==> config.mk <==
export PLATFORM = sky130hd
export DESIGN_NAME = ysyx_041461_axi_demux_flat
export DESIGN_NICKNAME = d
export VERILOG_FILES = /design/src/rtl/ysyx_041461_axi_pkg.sv /design/src/rtl/ysyx_041461_axi_demux_if.sv /design/src/rtl/ysyx_041461_axi_addr_dec.sv /design/src/rtl/ysyx_041461_axi_demux.sv /design/src/flat_wrapper.sv
export SDC_FILE = /design/constraint.sdc
export NUM_CORES = 1
export LEC_CHECK = 0
export ABC_AREA = 1
export ABC_CLOCK_PERIOD_IN_PS = 3900
export CORE_AREA = 2 2 304 306
export DETAILED_ROUTE_END_ITERATION = 12
export DIE_AREA = 0 0 306 308
export MAX_ROUTING_LAYER = met4
export PLACE_DENSITY = 0.33
export SLEW_MARGIN = 20
export SYNTH_ARGS = -nofsm -noshare
export SYNTH_HDL_FRONTEND = slang
export SYNTH_SLANG_ARGS = --single-unit
==> constraint.sdc <==
create_clock -name clk -period 3.9 [get_ports clk]
set_clock_uncertainty 0.2 [all_clocks]
set_input_delay 0.975 -clock clk [delete_from_list [all_inputs] [get_ports clk]]
set_output_delay 0.975 -clock clk [all_outputs]
set_load 0.1 [all_outputs]
==> src/rtl/ysyx_041461_axi_pkg.sv <==
// Shared AXI definitions for the data-side router.
// Holds the bus widths, the CLINT window defaults, the AXI response codes and
// the write/read FSM state encodings. There are no ports; other files import it.
package ysyx_041461_axi_pkg;

  localparam int unsigned AXI_ADDR_W = 32;
  localparam int unsigned AXI_DATA_W = 64;
  localparam int unsigned AXI_ID_W   = 4;
  localparam int unsigned AXI_STRB_W = AXI_DATA_W / 8;

  // Default CLINT window: hit when (addr & MASK) == BASE.
  localparam logic [AXI_ADDR_W-1:0] CLINT_BASE_DFLT = 32'h0200_0000;
  localparam logic [AXI_ADDR_W-1:0] CLINT_MASK_DFLT = 32'hFFFF_0000;

  localparam logic [1:0] RESP_OKAY   = 2'b00;
  localparam logic [1:0] RESP_EXOKAY = 2'b01;
  localparam logic [1:0] RESP_SLVERR = 2'b10;
  localparam logic [1:0] RESP_DECERR = 2'b11;

  // Write path: idle/address, data beats, response.
  typedef enum logic [1:0] {
    WI = 2'd0,
    WD = 2'd1,
    WB = 2'd2
  } w_state_e;

  // Read path: idle/address, data beats.
  typedef enum logic {
    RI = 1'b0,
    RD = 1'b1
  } r_state_e;

endpackage

==> src/rtl/ysyx_041461_axi_demux_if.sv <==
// One full AXI4 link (AW, W, B, AR, R).
// master modport: drives AW/W/AR payload+valid and B/R ready.
// slave modport : drives AW/W/AR ready and B/R payload+valid.
interface ysyx_041461_axi_demux_if
  import ysyx_041461_axi_pkg::*;
#(
  parameter int unsigned ADDR_W = AXI_ADDR_W,
  parameter int unsigned DATA_W = AXI_DATA_W,
  parameter int unsigned ID_W   = AXI_ID_W
);
  localparam int unsigned STRB_W = DATA_W / 8;

  logic              awvalid;
  logic              awready;
  logic [ID_W-1:0]   awid;
  logic [ADDR_W-1:0] awaddr;
  logic [7:0]        awlen;
  logic [2:0]        awsize;
  logic [1:0]        awburst;

  logic              wvalid;
  logic              wready;
  logic [DATA_W-1:0] wdata;
  logic [STRB_W-1:0] wstrb;
  logic              wlast;

  logic              bvalid;
  logic              bready;
  logic [ID_W-1:0]   bid;
  logic [1:0]        bresp;

  logic              arvalid;
  logic              arready;
  logic [ID_W-1:0]   arid;
  logic [ADDR_W-1:0] araddr;
  logic [7:0]        arlen;
  logic [2:0]        arsize;
  logic [1:0]        arburst;

  logic              rvalid;
  logic              rready;
  logic [ID_W-1:0]   rid;
  logic [1:0]        rresp;
  logic [DATA_W-1:0] rdata;
  logic              rlast;

  modport master (
    output awvalid, awid, awaddr, awlen, awsize, awburst, input awready,
    output wvalid, wdata, wstrb, wlast, input wready,
    input  bvalid, bid, bresp, output bready,
    output arvalid, arid, araddr, arlen, arsize, arburst, input arready,
    input  rvalid, rid, rresp, rdata, rlast, output rready
  );

  modport slave (
    input  awvalid, awid, awaddr, awlen, awsize, awburst, output awready,
    input  wvalid, wdata, wstrb, wlast, output wready,
    output bvalid, bid, bresp, input bready,
    input  arvalid, arid, araddr, arlen, arsize, arburst, output arready,
    output rvalid, rid, rresp, rdata, rlast, input rready
  );

endinterface

==> src/rtl/ysyx_041461_axi_addr_dec.sv <==
// Address decoder: sel_c = 1 when addr falls in the CLINT window.
// Ports: addr (in, AXI_ADDR_W), sel_c (out, combinational).
module ysyx_041461_axi_addr_dec
  import ysyx_041461_axi_pkg::*;
#(
  parameter logic [AXI_ADDR_W-1:0] BASE = CLINT_BASE_DFLT,
  parameter logic [AXI_ADDR_W-1:0] MASK = CLINT_MASK_DFLT
) (
  input  logic [AXI_ADDR_W-1:0] addr,
  output logic                  sel_c
);

  assign sel_c = ((addr & MASK) == BASE);

endmodule

==> src/rtl/ysyx_041461_axi_demux.sv <==
// 1-master to 2-slave AXI4 router. Slave 0 = main memory, slave 1 = CLINT.
// Ports: clk, rst (async, active-high); m (from core, slave modport);
//        s0 (to memory, master modport); s1 (to CLINT, master modport).
// Read and write paths each track one outstanding transaction. Handshakes
// pass straight through; only valid/ready are steered, payload is broadcast.
module ysyx_041461_axi_demux
  import ysyx_041461_axi_pkg::*;
#(
  parameter logic [AXI_ADDR_W-1:0] CLINT_BASE = CLINT_BASE_DFLT,
  parameter logic [AXI_ADDR_W-1:0] CLINT_MASK = CLINT_MASK_DFLT
) (
  input logic                       clk,
  input logic                       rst,
  ysyx_041461_axi_demux_if.slave    m,
  ysyx_041461_axi_demux_if.master   s0,
  ysyx_041461_axi_demux_if.master   s1
);

  w_state_e w_state_q, w_state_d;
  r_state_e r_state_q, r_state_d;
  logic     wsel_q, wsel_d;
  logic     rsel_q, rsel_d;

  logic aw_sel_c, ar_sel_c;
  logic wblk_c, rblk_c;

  logic                  aw_go_c, ar_go_c;
  logic                  s0_awvalid_c, s1_awvalid_c, m_awready_c;
  logic                  s0_wvalid_c, s1_wvalid_c, m_wready_c;
  logic                  m_bvalid_c, s0_bready_c, s1_bready_c;
  logic [AXI_ID_W-1:0]   m_bid_c;
  logic [1:0]            m_bresp_c;
  logic                  s0_arvalid_c, s1_arvalid_c, m_arready_c;
  logic                  m_rvalid_c, m_rlast_c, s0_rready_c, s1_rready_c;
  logic [AXI_ID_W-1:0]   m_rid_c;
  logic [1:0]            m_rresp_c;
  logic [AXI_DATA_W-1:0] m_rdata_c;

  // CLINT window decode for each address channel.
  ysyx_041461_axi_addr_dec #(.BASE(CLINT_BASE), .MASK(CLINT_MASK)) u_aw_dec (
    .addr  (m.awaddr),
    .sel_c (aw_sel_c)
  );

  ysyx_041461_axi_addr_dec #(.BASE(CLINT_BASE), .MASK(CLINT_MASK)) u_ar_dec (
    .addr  (m.araddr),
    .sel_c (ar_sel_c)
  );

  // CLINT interlock: a CLINT write waits for a CLINT read in flight; a CLINT
  // read waits for a CLINT write in flight or one being offered right now,
  // so a simultaneous pair resolves in favour of the write.
  assign wblk_c = aw_sel_c & (r_state_q == RD) & rsel_q;
  assign rblk_c = ar_sel_c & (((w_state_q != WI) & wsel_q) |
                              (m.awvalid & aw_sel_c & (w_state_q == WI)));

  // Payload broadcast to both slaves.
  assign s0.awid    = m.awid;     assign s1.awid    = m.awid;
  assign s0.awaddr  = m.awaddr;   assign s1.awaddr  = m.awaddr;
  assign s0.awlen   = m.awlen;    assign s1.awlen   = m.awlen;
  assign s0.awsize  = m.awsize;   assign s1.awsize  = m.awsize;
  assign s0.awburst = m.awburst;  assign s1.awburst = m.awburst;
  assign s0.wdata   = m.wdata;    assign s1.wdata   = m.wdata;
  assign s0.wstrb   = m.wstrb;    assign s1.wstrb   = m.wstrb;
  assign s0.wlast   = m.wlast;    assign s1.wlast   = m.wlast;
  assign s0.arid    = m.arid;     assign s1.arid    = m.arid;
  assign s0.araddr  = m.araddr;   assign s1.araddr  = m.araddr;
  assign s0.arlen   = m.arlen;    assign s1.arlen   = m.arlen;
  assign s0.arsize  = m.arsize;   assign s1.arsize  = m.arsize;
  assign s0.arburst = m.arburst;  assign s1.arburst = m.arburst;

  // State registers.
  always_ff @(posedge clk or posedge rst) begin
    if (rst) begin
      w_state_q <= WI;
      wsel_q    <= 1'b0;
      r_state_q <= RI;
      rsel_q    <= 1'b0;
    end else begin
      w_state_q <= w_state_d;
      wsel_q    <= wsel_d;
      r_state_q <= r_state_d;
      rsel_q    <= rsel_d;
    end
  end

  // Write FSM next state and write-path steering.
  always_comb begin : write_comb
    w_state_d    = w_state_q;
    wsel_d       = wsel_q;
    aw_go_c      = 1'b0;
    s0_awvalid_c = 1'b0;
    s1_awvalid_c = 1'b0;
    m_awready_c  = 1'b0;
    s0_wvalid_c  = 1'b0;
    s1_wvalid_c  = 1'b0;
    m_wready_c   = 1'b0;
    m_bvalid_c   = 1'b0;
    m_bid_c      = '0;
    m_bresp_c    = '0;
    s0_bready_c  = 1'b0;
    s1_bready_c  = 1'b0;
    unique case (w_state_q)
      WI: begin
        aw_go_c      = m.awvalid & ~wblk_c;
        s0_awvalid_c = aw_go_c & ~aw_sel_c;
        s1_awvalid_c = aw_go_c & aw_sel_c;
        m_awready_c  = (aw_sel_c ? s1.awready : s0.awready) & ~wblk_c;
        if (m.awvalid && m_awready_c) begin
          wsel_d    = aw_sel_c;
          w_state_d = WD;
        end
      end
      WD: begin
        s0_wvalid_c = m.wvalid & ~wsel_q;
        s1_wvalid_c = m.wvalid & wsel_q;
        m_wready_c  = wsel_q ? s1.wready : s0.wready;
        if (m.wvalid && m_wready_c && m.wlast) begin
          w_state_d = WB;
        end
      end
      WB: begin
        m_bvalid_c  = wsel_q ? s1.bvalid : s0.bvalid;
        m_bid_c     = wsel_q ? s1.bid    : s0.bid;
        m_bresp_c   = wsel_q ? s1.bresp  : s0.bresp;
        s0_bready_c = m.bready & ~wsel_q;
        s1_bready_c = m.bready & wsel_q;
        if (m_bvalid_c && m.bready) begin
          w_state_d = WI;
        end
      end
      default: w_state_d = WI;
    endcase
  end

  // Read FSM next state and read-path steering.
  always_comb begin : read_comb
    r_state_d    = r_state_q;
    rsel_d       = rsel_q;
    ar_go_c      = 1'b0;
    s0_arvalid_c = 1'b0;
    s1_arvalid_c = 1'b0;
    m_arready_c  = 1'b0;
    m_rvalid_c   = 1'b0;
    m_rid_c      = '0;
    m_rresp_c    = '0;
    m_rdata_c    = '0;
    m_rlast_c    = 1'b0;
    s0_rready_c  = 1'b0;
    s1_rready_c  = 1'b0;
    unique case (r_state_q)
      RI: begin
        ar_go_c      = m.arvalid & ~rblk_c;
        s0_arvalid_c = ar_go_c & ~ar_sel_c;
        s1_arvalid_c = ar_go_c & ar_sel_c;
        m_arready_c  = (ar_sel_c ? s1.arready : s0.arready) & ~rblk_c;
        if (m.arvalid && m_arready_c) begin
          rsel_d    = ar_sel_c;
          r_state_d = RD;
        end
      end
      RD: begin
        m_rvalid_c  = rsel_q ? s1.rvalid : s0.rvalid;
        m_rid_c     = rsel_q ? s1.rid    : s0.rid;
        m_rresp_c   = rsel_q ? s1.rresp  : s0.rresp;
        m_rdata_c   = rsel_q ? s1.rdata  : s0.rdata;
        m_rlast_c   = rsel_q ? s1.rlast  : s0.rlast;
        s0_rready_c = m.rready & ~rsel_q;
        s1_rready_c = m.rready & rsel_q;
        if (m_rvalid_c && m.rready && m_rlast_c) begin
          r_state_d = RI;
        end
      end
      default: r_state_d = RI;
    endcase
  end

  // Reset forces every valid/ready and master response field low at once,
  // independent of the clock.
  always_comb begin : out_gate
    s0.awvalid = s0_awvalid_c & ~rst;
    s1.awvalid = s1_awvalid_c & ~rst;
    m.awready  = m_awready_c  & ~rst;
    s0.wvalid  = s0_wvalid_c  & ~rst;
    s1.wvalid  = s1_wvalid_c  & ~rst;
    m.wready   = m_wready_c   & ~rst;
    m.bvalid   = m_bvalid_c   & ~rst;
    m.bid      = rst ? '0 : m_bid_c;
    m.bresp    = rst ? '0 : m_bresp_c;
    s0.bready  = s0_bready_c  & ~rst;
    s1.bready  = s1_bready_c  & ~rst;
    s0.arvalid = s0_arvalid_c & ~rst;
    s1.arvalid = s1_arvalid_c & ~rst;
    m.arready  = m_arready_c  & ~rst;
    m.rvalid   = m_rvalid_c   & ~rst;
    m.rid      = rst ? '0 : m_rid_c;
    m.rresp    = rst ? '0 : m_rresp_c;
    m.rdata    = rst ? '0 : m_rdata_c;
    m.rlast    = m_rlast_c    & ~rst;
    s0.rready  = s0_rready_c  & ~rst;
    s1.rready  = s1_rready_c  & ~rst;
  end

endmodule

==> src/flat_wrapper.sv <==
// flat-port wrapper written by rule: the top's interface ports become plain ports
module ysyx_041461_axi_demux_flat import ysyx_041461_axi_pkg::*;
#(
  parameter logic [AXI_ADDR_W-1:0] CLINT_BASE = CLINT_BASE_DFLT,
  parameter logic [AXI_ADDR_W-1:0] CLINT_MASK = CLINT_MASK_DFLT
)
  (clk, rst, m_awvalid, m_awid, m_awaddr, m_awlen, m_awsize, m_awburst, m_awready, m_wvalid, m_wdata, m_wstrb, m_wlast, m_wready, m_bvalid, m_bid, m_bresp, m_bready, m_arvalid, m_arid, m_araddr, m_arlen, m_arsize, m_arburst, m_arready, m_rvalid, m_rid, m_rresp, m_rdata, m_rlast, m_rready, s0_awvalid, s0_awid, s0_awaddr, s0_awlen, s0_awsize, s0_awburst, s0_awready, s0_wvalid, s0_wdata, s0_wstrb, s0_wlast, s0_wready, s0_bvalid, s0_bid, s0_bresp, s0_bready, s0_arvalid, s0_arid, s0_araddr, s0_arlen, s0_arsize, s0_arburst, s0_arready, s0_rvalid, s0_rid, s0_rresp, s0_rdata, s0_rlast, s0_rready, s1_awvalid, s1_awid, s1_awaddr, s1_awlen, s1_awsize, s1_awburst, s1_awready, s1_wvalid, s1_wdata, s1_wstrb, s1_wlast, s1_wready, s1_bvalid, s1_bid, s1_bresp, s1_bready, s1_arvalid, s1_arid, s1_araddr, s1_arlen, s1_arsize, s1_arburst, s1_arready, s1_rvalid, s1_rid, s1_rresp, s1_rdata, s1_rlast, s1_rready);
  ysyx_041461_axi_demux_if m_i ();
  ysyx_041461_axi_demux_if s0_i ();
  ysyx_041461_axi_demux_if s1_i ();
  input logic clk;
  input logic rst;
  input wire logic [$bits(m_i.awvalid)-1:0] m_awvalid;
  input wire logic [$bits(m_i.awid)-1:0] m_awid;
  input wire logic [$bits(m_i.awaddr)-1:0] m_awaddr;
  input wire logic [$bits(m_i.awlen)-1:0] m_awlen;
  input wire logic [$bits(m_i.awsize)-1:0] m_awsize;
  input wire logic [$bits(m_i.awburst)-1:0] m_awburst;
  output wire logic [$bits(m_i.awready)-1:0] m_awready;
  input wire logic [$bits(m_i.wvalid)-1:0] m_wvalid;
  input wire logic [$bits(m_i.wdata)-1:0] m_wdata;
  input wire logic [$bits(m_i.wstrb)-1:0] m_wstrb;
  input wire logic [$bits(m_i.wlast)-1:0] m_wlast;
  output wire logic [$bits(m_i.wready)-1:0] m_wready;
  output wire logic [$bits(m_i.bvalid)-1:0] m_bvalid;
  output wire logic [$bits(m_i.bid)-1:0] m_bid;
  output wire logic [$bits(m_i.bresp)-1:0] m_bresp;
  input wire logic [$bits(m_i.bready)-1:0] m_bready;
  input wire logic [$bits(m_i.arvalid)-1:0] m_arvalid;
  input wire logic [$bits(m_i.arid)-1:0] m_arid;
  input wire logic [$bits(m_i.araddr)-1:0] m_araddr;
  input wire logic [$bits(m_i.arlen)-1:0] m_arlen;
  input wire logic [$bits(m_i.arsize)-1:0] m_arsize;
  input wire logic [$bits(m_i.arburst)-1:0] m_arburst;
  output wire logic [$bits(m_i.arready)-1:0] m_arready;
  output wire logic [$bits(m_i.rvalid)-1:0] m_rvalid;
  output wire logic [$bits(m_i.rid)-1:0] m_rid;
  output wire logic [$bits(m_i.rresp)-1:0] m_rresp;
  output wire logic [$bits(m_i.rdata)-1:0] m_rdata;
  output wire logic [$bits(m_i.rlast)-1:0] m_rlast;
  input wire logic [$bits(m_i.rready)-1:0] m_rready;
  output wire logic [$bits(s0_i.awvalid)-1:0] s0_awvalid;
  output wire logic [$bits(s0_i.awid)-1:0] s0_awid;
  output wire logic [$bits(s0_i.awaddr)-1:0] s0_awaddr;
  output wire logic [$bits(s0_i.awlen)-1:0] s0_awlen;
  output wire logic [$bits(s0_i.awsize)-1:0] s0_awsize;
  output wire logic [$bits(s0_i.awburst)-1:0] s0_awburst;
  input wire logic [$bits(s0_i.awready)-1:0] s0_awready;
  output wire logic [$bits(s0_i.wvalid)-1:0] s0_wvalid;
  output wire logic [$bits(s0_i.wdata)-1:0] s0_wdata;
  output wire logic [$bits(s0_i.wstrb)-1:0] s0_wstrb;
  output wire logic [$bits(s0_i.wlast)-1:0] s0_wlast;
  input wire logic [$bits(s0_i.wready)-1:0] s0_wready;
  input wire logic [$bits(s0_i.bvalid)-1:0] s0_bvalid;
  input wire logic [$bits(s0_i.bid)-1:0] s0_bid;
  input wire logic [$bits(s0_i.bresp)-1:0] s0_bresp;
  output wire logic [$bits(s0_i.bready)-1:0] s0_bready;
  output wire logic [$bits(s0_i.arvalid)-1:0] s0_arvalid;
  output wire logic [$bits(s0_i.arid)-1:0] s0_arid;
  output wire logic [$bits(s0_i.araddr)-1:0] s0_araddr;
  output wire logic [$bits(s0_i.arlen)-1:0] s0_arlen;
  output wire logic [$bits(s0_i.arsize)-1:0] s0_arsize;
  output wire logic [$bits(s0_i.arburst)-1:0] s0_arburst;
  input wire logic [$bits(s0_i.arready)-1:0] s0_arready;
  input wire logic [$bits(s0_i.rvalid)-1:0] s0_rvalid;
  input wire logic [$bits(s0_i.rid)-1:0] s0_rid;
  input wire logic [$bits(s0_i.rresp)-1:0] s0_rresp;
  input wire logic [$bits(s0_i.rdata)-1:0] s0_rdata;
  input wire logic [$bits(s0_i.rlast)-1:0] s0_rlast;
  output wire logic [$bits(s0_i.rready)-1:0] s0_rready;
  output wire logic [$bits(s1_i.awvalid)-1:0] s1_awvalid;
  output wire logic [$bits(s1_i.awid)-1:0] s1_awid;
  output wire logic [$bits(s1_i.awaddr)-1:0] s1_awaddr;
  output wire logic [$bits(s1_i.awlen)-1:0] s1_awlen;
  output wire logic [$bits(s1_i.awsize)-1:0] s1_awsize;
  output wire logic [$bits(s1_i.awburst)-1:0] s1_awburst;
  input wire logic [$bits(s1_i.awready)-1:0] s1_awready;
  output wire logic [$bits(s1_i.wvalid)-1:0] s1_wvalid;
  output wire logic [$bits(s1_i.wdata)-1:0] s1_wdata;
  output wire logic [$bits(s1_i.wstrb)-1:0] s1_wstrb;
  output wire logic [$bits(s1_i.wlast)-1:0] s1_wlast;
  input wire logic [$bits(s1_i.wready)-1:0] s1_wready;
  input wire logic [$bits(s1_i.bvalid)-1:0] s1_bvalid;
  input wire logic [$bits(s1_i.bid)-1:0] s1_bid;
  input wire logic [$bits(s1_i.bresp)-1:0] s1_bresp;
  output wire logic [$bits(s1_i.bready)-1:0] s1_bready;
  output wire logic [$bits(s1_i.arvalid)-1:0] s1_arvalid;
  output wire logic [$bits(s1_i.arid)-1:0] s1_arid;
  output wire logic [$bits(s1_i.araddr)-1:0] s1_araddr;
  output wire logic [$bits(s1_i.arlen)-1:0] s1_arlen;
  output wire logic [$bits(s1_i.arsize)-1:0] s1_arsize;
  output wire logic [$bits(s1_i.arburst)-1:0] s1_arburst;
  input wire logic [$bits(s1_i.arready)-1:0] s1_arready;
  input wire logic [$bits(s1_i.rvalid)-1:0] s1_rvalid;
  input wire logic [$bits(s1_i.rid)-1:0] s1_rid;
  input wire logic [$bits(s1_i.rresp)-1:0] s1_rresp;
  input wire logic [$bits(s1_i.rdata)-1:0] s1_rdata;
  input wire logic [$bits(s1_i.rlast)-1:0] s1_rlast;
  output wire logic [$bits(s1_i.rready)-1:0] s1_rready;
  assign m_i.awvalid = m_awvalid;
  assign m_i.awid = m_awid;
  assign m_i.awaddr = m_awaddr;
  assign m_i.awlen = m_awlen;
  assign m_i.awsize = m_awsize;
  assign m_i.awburst = m_awburst;
  assign m_awready = m_i.awready;
  assign m_i.wvalid = m_wvalid;
  assign m_i.wdata = m_wdata;
  assign m_i.wstrb = m_wstrb;
  assign m_i.wlast = m_wlast;
  assign m_wready = m_i.wready;
  assign m_bvalid = m_i.bvalid;
  assign m_bid = m_i.bid;
  assign m_bresp = m_i.bresp;
  assign m_i.bready = m_bready;
  assign m_i.arvalid = m_arvalid;
  assign m_i.arid = m_arid;
  assign m_i.araddr = m_araddr;
  assign m_i.arlen = m_arlen;
  assign m_i.arsize = m_arsize;
  assign m_i.arburst = m_arburst;
  assign m_arready = m_i.arready;
  assign m_rvalid = m_i.rvalid;
  assign m_rid = m_i.rid;
  assign m_rresp = m_i.rresp;
  assign m_rdata = m_i.rdata;
  assign m_rlast = m_i.rlast;
  assign m_i.rready = m_rready;
  assign s0_awvalid = s0_i.awvalid;
  assign s0_awid = s0_i.awid;
  assign s0_awaddr = s0_i.awaddr;
  assign s0_awlen = s0_i.awlen;
  assign s0_awsize = s0_i.awsize;
  assign s0_awburst = s0_i.awburst;
  assign s0_i.awready = s0_awready;
  assign s0_wvalid = s0_i.wvalid;
  assign s0_wdata = s0_i.wdata;
  assign s0_wstrb = s0_i.wstrb;
  assign s0_wlast = s0_i.wlast;
  assign s0_i.wready = s0_wready;
  assign s0_i.bvalid = s0_bvalid;
  assign s0_i.bid = s0_bid;
  assign s0_i.bresp = s0_bresp;
  assign s0_bready = s0_i.bready;
  assign s0_arvalid = s0_i.arvalid;
  assign s0_arid = s0_i.arid;
  assign s0_araddr = s0_i.araddr;
  assign s0_arlen = s0_i.arlen;
  assign s0_arsize = s0_i.arsize;
  assign s0_arburst = s0_i.arburst;
  assign s0_i.arready = s0_arready;
  assign s0_i.rvalid = s0_rvalid;
  assign s0_i.rid = s0_rid;
  assign s0_i.rresp = s0_rresp;
  assign s0_i.rdata = s0_rdata;
  assign s0_i.rlast = s0_rlast;
  assign s0_rready = s0_i.rready;
  assign s1_awvalid = s1_i.awvalid;
  assign s1_awid = s1_i.awid;
  assign s1_awaddr = s1_i.awaddr;
  assign s1_awlen = s1_i.awlen;
  assign s1_awsize = s1_i.awsize;
  assign s1_awburst = s1_i.awburst;
  assign s1_i.awready = s1_awready;
  assign s1_wvalid = s1_i.wvalid;
  assign s1_wdata = s1_i.wdata;
  assign s1_wstrb = s1_i.wstrb;
  assign s1_wlast = s1_i.wlast;
  assign s1_i.wready = s1_wready;
  assign s1_i.bvalid = s1_bvalid;
  assign s1_i.bid = s1_bid;
  assign s1_i.bresp = s1_bresp;
  assign s1_bready = s1_i.bready;
  assign s1_arvalid = s1_i.arvalid;
  assign s1_arid = s1_i.arid;
  assign s1_araddr = s1_i.araddr;
  assign s1_arlen = s1_i.arlen;
  assign s1_arsize = s1_i.arsize;
  assign s1_arburst = s1_i.arburst;
  assign s1_i.arready = s1_arready;
  assign s1_i.rvalid = s1_rvalid;
  assign s1_i.rid = s1_rid;
  assign s1_i.rresp = s1_rresp;
  assign s1_i.rdata = s1_rdata;
  assign s1_i.rlast = s1_rlast;
  assign s1_rready = s1_i.rready;
  ysyx_041461_axi_demux #(.CLINT_BASE(CLINT_BASE), .CLINT_MASK(CLINT_MASK)) u_core (.clk(clk), .rst(rst), .m(m_i), .s0(s0_i), .s1(s1_i));
endmodule
[Yosys cells after proc, flatten, opt, wreduce, memory -nomap -nowiden]
Cells that the tools add are included.
Word-level totals
  flip-flop bits (word level): 5
  input port bits: 342
  output and inout port bits: 434
Operators by class
  equality and inequality tests: 7
  mux-type cells: 44
  bitwise gates (word level): 45
  reductions and logical operators: 12
Operator list (count)
  $mux W64: 3
  $and A1 B1 Y1: 36
  $eq A16 B10 Y1 const B: 2
  $mux W1: 24
  $mux W4: 6
  $mux W2: 9
  $not A1 Y1: 8
  $logic_and A1 B1 Y1: 7
  $pmux W2 S3: 1
  $ne A2 B1 Y1 const B: 2
  $reduce_and A2 Y1: 2
  $reduce_and A3 Y1: 1
  $eq A2 B1 Y1 const B: 1
  $eq A2 B2 Y1 const B: 1
  $logic_not A2 Y1: 1
  $ne A2 B2 Y1 const B: 1
  $pmux W1 S2: 1
  $reduce_bool A2 Y1: 1
  $or A1 B1 Y1: 1

[Longest topological paths before layout]
  depth after elaboration: 10
  gate-level depth with buffers: 10

[Hierarchy]
Synthesis repeated with hierarchy kept, for this count alone.
Second synthesis, totals
  cells, all modules: 742
  area, all modules: 4678.2 um^2
By module, submodules not included
  ysyx_041461_axi_demux: times used 1, cells an instance 682, area an instance 4453.0 um^2, sequential area each 125.1 um^2
  ysyx_041461_axi_addr_dec: times used 2, cells an instance 30, area an instance 112.6 um^2, sequential area each 0.0 um^2

[Worst setup path after synthesis]
OpenSTA, ideal clock, no wires.
  path kind: input port to output port
  from: in rst
  to: out s1_bready
  arrival: 4.028 ns
  slack: -1.303 ns
  stages on the path: 2
  path through: buf_6 -> nor4_1
On the way
  cells in the longest elaborated chain, start to end: 2
RTL lines
  start: declaration: RTL line flat_wrapper.sv:12  | input logic rst;
  $not A1 Y1: RTL line ysyx_041461_axi_demux.sv:191  | s1.bready = s1_bready_c & ~rst;
  $and A1 B1 Y1: RTL line ysyx_041461_axi_demux.sv:191
  end: declaration: RTL line flat_wrapper.sv:86  | output wire logic [$bits(s1_i.bready)-1:0] s1_bready;
Every way passes these cells.

[Final worst setup path]
  from: in m_awaddr[19]
  to: out m_awready
On the way
  cells in the longest elaborated chain, start to end: 7
RTL lines
  start: declaration: RTL line flat_wrapper.sv:15  | input wire logic [$bits(m_i.awaddr)-1:0] m_awaddr;
  $eq A16 B10 Y1 *: RTL line ysyx_041461_axi_addr_dec.sv:13  | assign sel_c = ((addr & MASK) == BASE);
  $and A1 B1 Y1 (2 in series): RTL line ysyx_041461_axi_demux.sv:53  | assign wblk_c = aw_sel_c & (r_state_q == RD) & rsel_q;
  $not A1 Y1: RTL line ysyx_041461_axi_demux.sv:108  | m_awready_c = (aw_sel_c ? s1.awready : s0.awready) & ~wblk_c;
  $and A1 B1 Y1 *: RTL line ysyx_041461_axi_demux.sv:108
  $mux W1 *: RTL line ysyx_041461_axi_demux.sv:103  | unique case (w_state_q)
  $and A1 B1 Y1 *: RTL line ysyx_041461_axi_demux.sv:183  | m.awready = m_awready_c & ~rst;
  end: declaration: RTL line flat_wrapper.sv:19  | output wire logic [$bits(m_i.awready)-1:0] m_awready;
Every way passes the cells marked *; elsewhere a longest branch is shown, timed or not.

==> metrics <==
status=complete, no violations; Final ANT Viol Nets=0; Hold-fix buffers, CTS=0; DR iter-0 viols=102; 1st-pass router iterations=4; synthesized cell area=4650 sq um; Worst slew margin=0.674; synth top area cells=buf_4 (56%), nor2_1 (14%), nor3_2 (12%), nand2_1 (3.6%), dfrtp_1 (2.7%); Setup Viol. Count Final=0; Primary FF master, synth=dfrtp_1; highest metal used=met4; f_max=0.266 GHz; Synth warnings=0; FF-to-FF setup slack=1.89 ns; Max FO, Critical Path=4; RSZ-0062 raised after global routing=false; Hold Path Sink=u_core.w_state_q[1]; core region area=91000 sq um; Hold Fails Final Rpt=0; CTS tree=built; largest net degree at the start of global routing=49; max-cap viol count=0; R2R depth=9; Power Total=2.31 mW; I/O Buffers=361; part of the Yosys area used for sequential elements=0.0269; antenna violations before repair=4; gr ovfl total=0; Power Density=264 nW/um^2; die width=306 microns; DR vias=4317; DRC=0; Syn Nets=1056; Critical Path Source Type=primary input; Worst path slowest cell=clkdlybuf4s50_1; first-pass GRT wire length=33.7 mm; share of flip-flops with an asynchronous set or reset=1.00; Max Slew Vio Count=0; Data arrival, critical path=2.58 ns; Nets=1082; GR Util All Layers=0.0506; Final min period=3.76 ns; synthesized flop and latch total=5; WL/cell=12.9 microns; root buf cell=clkbuf_16; Synth top area share=0.564; Post-synth EDFFs=0; dpl hpwl=22.2 mm; hold depth=3; RR Startpoint=u_core.wsel_q; I/O Pins=776; met3 wire length=3.93 mm; worst vdd ir=0.000126 V; Reg-to-Reg End=u_core.rsel_q; Netlist cell types=29; Metal-1 WL=9.55 mm; P_leak=3.01 nW; Crit. End Element=output port; vias in the first global route=4729; synth cell count leaders=buf_4 (349), nor2_1 (174), nor3_2 (55), nand2_1 (45), nor3_1 (17); post-synthesis average cell area=6.51 sq um; die footprint=94200 sq um; met2 wire length=10.7 mm; HP Start=u_core.w_state_q[0]; Fin Hold WS=0.484 ns; DR vias/cell=2.24; Worst path max stage delay=0.50 ns; clk sinks=5; P&R area growth vs syn=88.1%; share of cells above drive strength 1=0.379; worst path cell trace=clkdlybuf4s50_1, nor2_1, nand2_1, nor2_2, nand2_2, o21ai_2, nor3b_4, buf_12; Placer Congestion=0.761; Post-CTS Setup Repair Bufs=0; period utilisation layout=0.964; Setup Crit Path Kind=in -> out; Critical Path RT=2.72 ns; Mapped Cells=714; # resized after CTS=0; Worst-Margin Slew=0.475 ns; biggest area consumer among synthesized cells=buf_4; H-tree depth=1; starting density of the core=0.0511; CTS Buf Count=3; clock slew seen by the registers of the worst setup and hold paths=0.04 ns; wirelength, routed=24.9 mm; Clock Tree Buf Depth=2; top-count cell post-synth=buf_4; clk_lat worst skew=0.23 ns; num rows=111; Die H=308 microns; Hold Path Class=reg -> reg
## worst max-delay path, delay by kind of cell
kind,cells,cell delay [ns]
buf+inv,2,0.70
compound gates,1,0.16
simple gates,5,0.76
## metrics by stage
stage / utilization / worst slack, ns / setup TNS (ns) / cells / cell area [sq um]
floorplan: - / -0.839 / -5.66 / 714 / 5070
detailed placement: 0.0950 / 0.0867 / 0 / 1921 / 8640
CTS: 0.0959 / 0.0787 / 0 / 1925 / 8720
global route: 0.0960 / 0.00472 / 0 / 1927 / 8730
global placement: 0.0950 / 0.0474 / 0 / 1921 / 8640
finish: 0.0960 / 0.141 / 0 / 1929 / 8740
## where the power goes
part | internal, mW | switching (mW) | total (mW)
logic | 0.722 | 1.34 | 2.06
clock network | 0.134 | 0.0338 | 0.168
registers | 0.0622 | 0.0174 | 0.0796
## registers in the layout, indices dropped and copies added, names as in the netlist
signal	count
u_core.wsel_q	1
u_core.w_state_q	2
u_core.r_state_q	1
u_core.rsel_q	1
## kinds of logic (layout without fill, tap and decap cells)
group / Yosys count / count (layout) / share of synthesized area
buffers and inverters: 381 / 406 / 0.607
AND/OR/NAND/NOR: 311 / 311 / 0.343
AO/OA/AOI/OAI: 14 / 14 / 0.0172
flip-flops: 5 / 5 / 0.0269
multiplexers: 3 / 3 / 0.00646
other: 0 / 4 / 0
## final cells by class
| class | count | area, sq um |
|---|---|---|
| Antenna cell | 4 | 10.0 |
| Clock buffer | 3 | 75.1 |
| Clock inverter | 1 | 5.00 |
| Fill cell | 10500 | 82200 |
| Inverter | 14 | 53.8 |
| Multi-Input combinational cell | 328 | 2150 |
| Sequential cell | 5 | 129 |
| Tap cell | 1186 | 1480 |
| Timing Repair Buffer | 388 | 4830 |
## cell usage in the layout (no fill, tap or decap), drive strengths merged
master / instances
nor3: 72
dfrtp: 5
nor3b: 2
a21oi: 9
clkdlybuf4s50: 203
nand3b: 1
diode: 4
nand3: 4
clkbuf: 3
nor4: 4
buf: 185
nand2: 49
o31ai: 1
nand4: 2
clkinv: 3
inv: 12
mux2i: 3
o21ai: 4
nor2: 177
## worst max-delay path by stage
stage / startpoint / end / slack (ns) / cells past startpoint
2_1_floorplan: rst / s0_rready / -0.84 / 6
3_3_place_gp: rst / m_rdata[0] / 0.05 / 6
3_5_place_dp: rst / m_rdata[0] / 0.09 / 6
4_1_cts: rst / m_rdata[0] / 0.08 / 6
5_1_grt: m_araddr[27] / m_arready / 0.005 / 9
6_report: m_awaddr[19] / m_awready / 0.14 / 8
## metal layers
metal	up-vias	global-route usage
met5	-	-
met4	0	0.0125
met3	61	0.0352
met2	446	0.0735
met1	1866	0.0557
li1	1944	-
Power figures use the tool's default switching activity.
==> RTL change (config.mk and constraints unchanged) <==
Encoding of `w_state_e`: now one-hot (3 bits for 3 states).
--- a/src/rtl/ysyx_041461_axi_pkg.sv
+++ b/src/rtl/ysyx_041461_axi_pkg.sv
@@ -18,10 +18,10 @@
   localparam logic [1:0] RESP_DECERR = 2'b11;
 
   // Write path: idle/address, data beats, response.
-  typedef enum logic [1:0] {
-    WI = 2'd0,
-    WD = 2'd1,
-    WB = 2'd2
+  typedef enum logic [2:0] {
+    WI = 3'b001,
+    WD = 3'b010,
+    WB = 3'b100
   } w_state_e;
 
   // Read path: idle/address, data beats.
Behaviour: no difference found for any inputs over 4 cycles, from zero or initial values and one cycle with rst high; so few cycles prove little.
==> RTL change against the original RTL <==
Critical path depth rose by 3. First-iteration DRC count rose by 27%. Largest power group unchanged. Total power fell by 3.7%. Setup slack got worse by 0.084 ns. Critical path type unchanged. Sequential cell count rose by 1. Wire length rose by 29%. Non-clock buffer count rose by 16. Synthesized area fell by 6.1%. Global-route usage rose by 1.5 points. Design area fell by 4.5%. Die area did not move.
==> RTL change: results (changes against the original RTL) <==
<table>
<tr><th>Metric</th><th>Value</th></tr>
<tr><th colspan="2">Finish</th></tr>
<tr><td>Number of buffers outside the clock class in the layout</td><td>404 (+4.1%)</td></tr>
<tr><td>Sequential portion of the cell area</td><td>1.86% (+0.38 points)</td></tr>
<tr><td>Number of clock buffers in the layout</td><td>4 (+1)</td></tr>
<tr><td>Number of antenna cells inserted</td><td>8 (+4)</td></tr>
<tr><td>Nets</td><td>1100 (+1.7%)</td></tr>
<tr><td>Layout non-clock buf frac</td><td>59.2% (+3.9 points)</td></tr>
<tr><td>Fraction of area in clock buffers and inverters</td><td>0.945% (+0.028 points)</td></tr>
<tr><td>Fin cells</td><td>1951 (+1.1%)</td></tr>
<tr><td>Fillers</td><td>10600 (+0.65%)</td></tr>
<tr><td>Largest register FFs</td><td>3 (+1)</td></tr>
<tr><td>Multi-input gate share of total cell area</td><td>19.1% (-5.5 points)</td></tr>
<tr><td>Invs w/o clock</td><td>19 (+5)</td></tr>
<tr><th colspan="2">Global route</th></tr>
<tr><td>Initial antenna violation count</td><td>8 (+4)</td></tr>
<tr><td>Aggregate global-route resource usage</td><td>6.54% (+1.5 points)</td></tr>
<tr><td>Wire length of the first global-routing pass</td><td>41100 um (+22%)</td></tr>
<tr><th colspan="2">STA</th></tr>
<tr><td>Transition time of the tightest slew-check pin</td><td>0.635 ns (+0.160 ns)</td></tr>
<tr><th colspan="2">Drt</th></tr>
<tr><td>Wire length on met3</td><td>6280 um (+60%)</td></tr>
<tr><td>Routed metal-1 wirelength</td><td>10200 um (+6.4%)</td></tr>
<tr><th colspan="2">Outcome</th></tr>
<tr><td>Status</td><td>completed</td></tr>
<tr><th colspan="2">Worst setup path</th></tr>
<tr><td>Reg2Reg Setup Slack</td><td>1.98 ns (+0.09 ns)</td></tr>
<tr><td>Critical path startpoint</td><td>m_araddr[16]</td></tr>
<tr><td>R2R Path End</td><td>u_core.r_state_q</td></tr>
<tr><td>Peak fanout along the critical path</td><td>5 (+1)</td></tr>
<tr><td>Critical path arrival</td><td>2.67 ns (+0.09 ns)</td></tr>
<tr><th colspan="2">Power and ir drop</th></tr>
<tr><td>Maximum resistive drop on vdd</td><td>0.000115 V (-9.2%)</td></tr>
<tr><td>Leakage power figure</td><td>3.01 nW (about the same)</td></tr>
<tr><th colspan="2">Logic synthesis</th></tr>
<tr><td>Commonest cells post-synth</td><td>sky130_fd_sc_hd__buf_4 (349), sky130_fd_sc_hd__nor2_1 (164), sky130_fd_sc_hd__nor3_1 (76)</td></tr>
<tr><td>Avg Synthesized Cell Area</td><td>6.10 sq um (-6.2%)</td></tr>
<tr><td>Sequential area share after synthesis</td><td>3.47% (+0.78 points)</td></tr>
<tr><td>Synthesized instance count</td><td>715 (+0.14%)</td></tr>
<tr><td>Unique masters post-synth</td><td>23 (-21%)</td></tr>
<tr><th colspan="2">Placed design</th></tr>
<tr><td>Routability Congestion</td><td>0.790 (+3.8%)</td></tr>
</table>
RTL change: changes by cell type after synthesis, moves of 5 or more:
cell,unedited run,this run
sky130_fd_sc_hd__buf_6,10,3
sky130_fd_sc_hd__nor3_1,17,76
sky130_fd_sc_hd__buf_2,2,8
sky130_fd_sc_hd__inv_1,11,16
sky130_fd_sc_hd__nor2_1,174,164
sky130_fd_sc_hd__nor3_2,55,0
RTL change: timing repair:
| action | CTS | global route |
|---|---|---|
| buffers inserted | 0 | 0 |
| endpoints found under the hold margin | 0 | 0 |
| endpoints found under the setup margin | 4 | 7 |
| gates resized for setup | 4 | 5 |
RTL change: cells by family after synthesis:
kind of cell | Yosys count
compound gates | 13
buf+inv | 385
flops | 6
mux | 3
simple gates | 308
RTL change: power by group:
group          leakage [nW]  internal [W]  switching (W)
clock                0.0382      0.000136      0.0000367
combinational          2.90      0.000683        0.00128
sequential           0.0751     0.0000805      0.0000105
total                  3.01      0.000899        0.00132
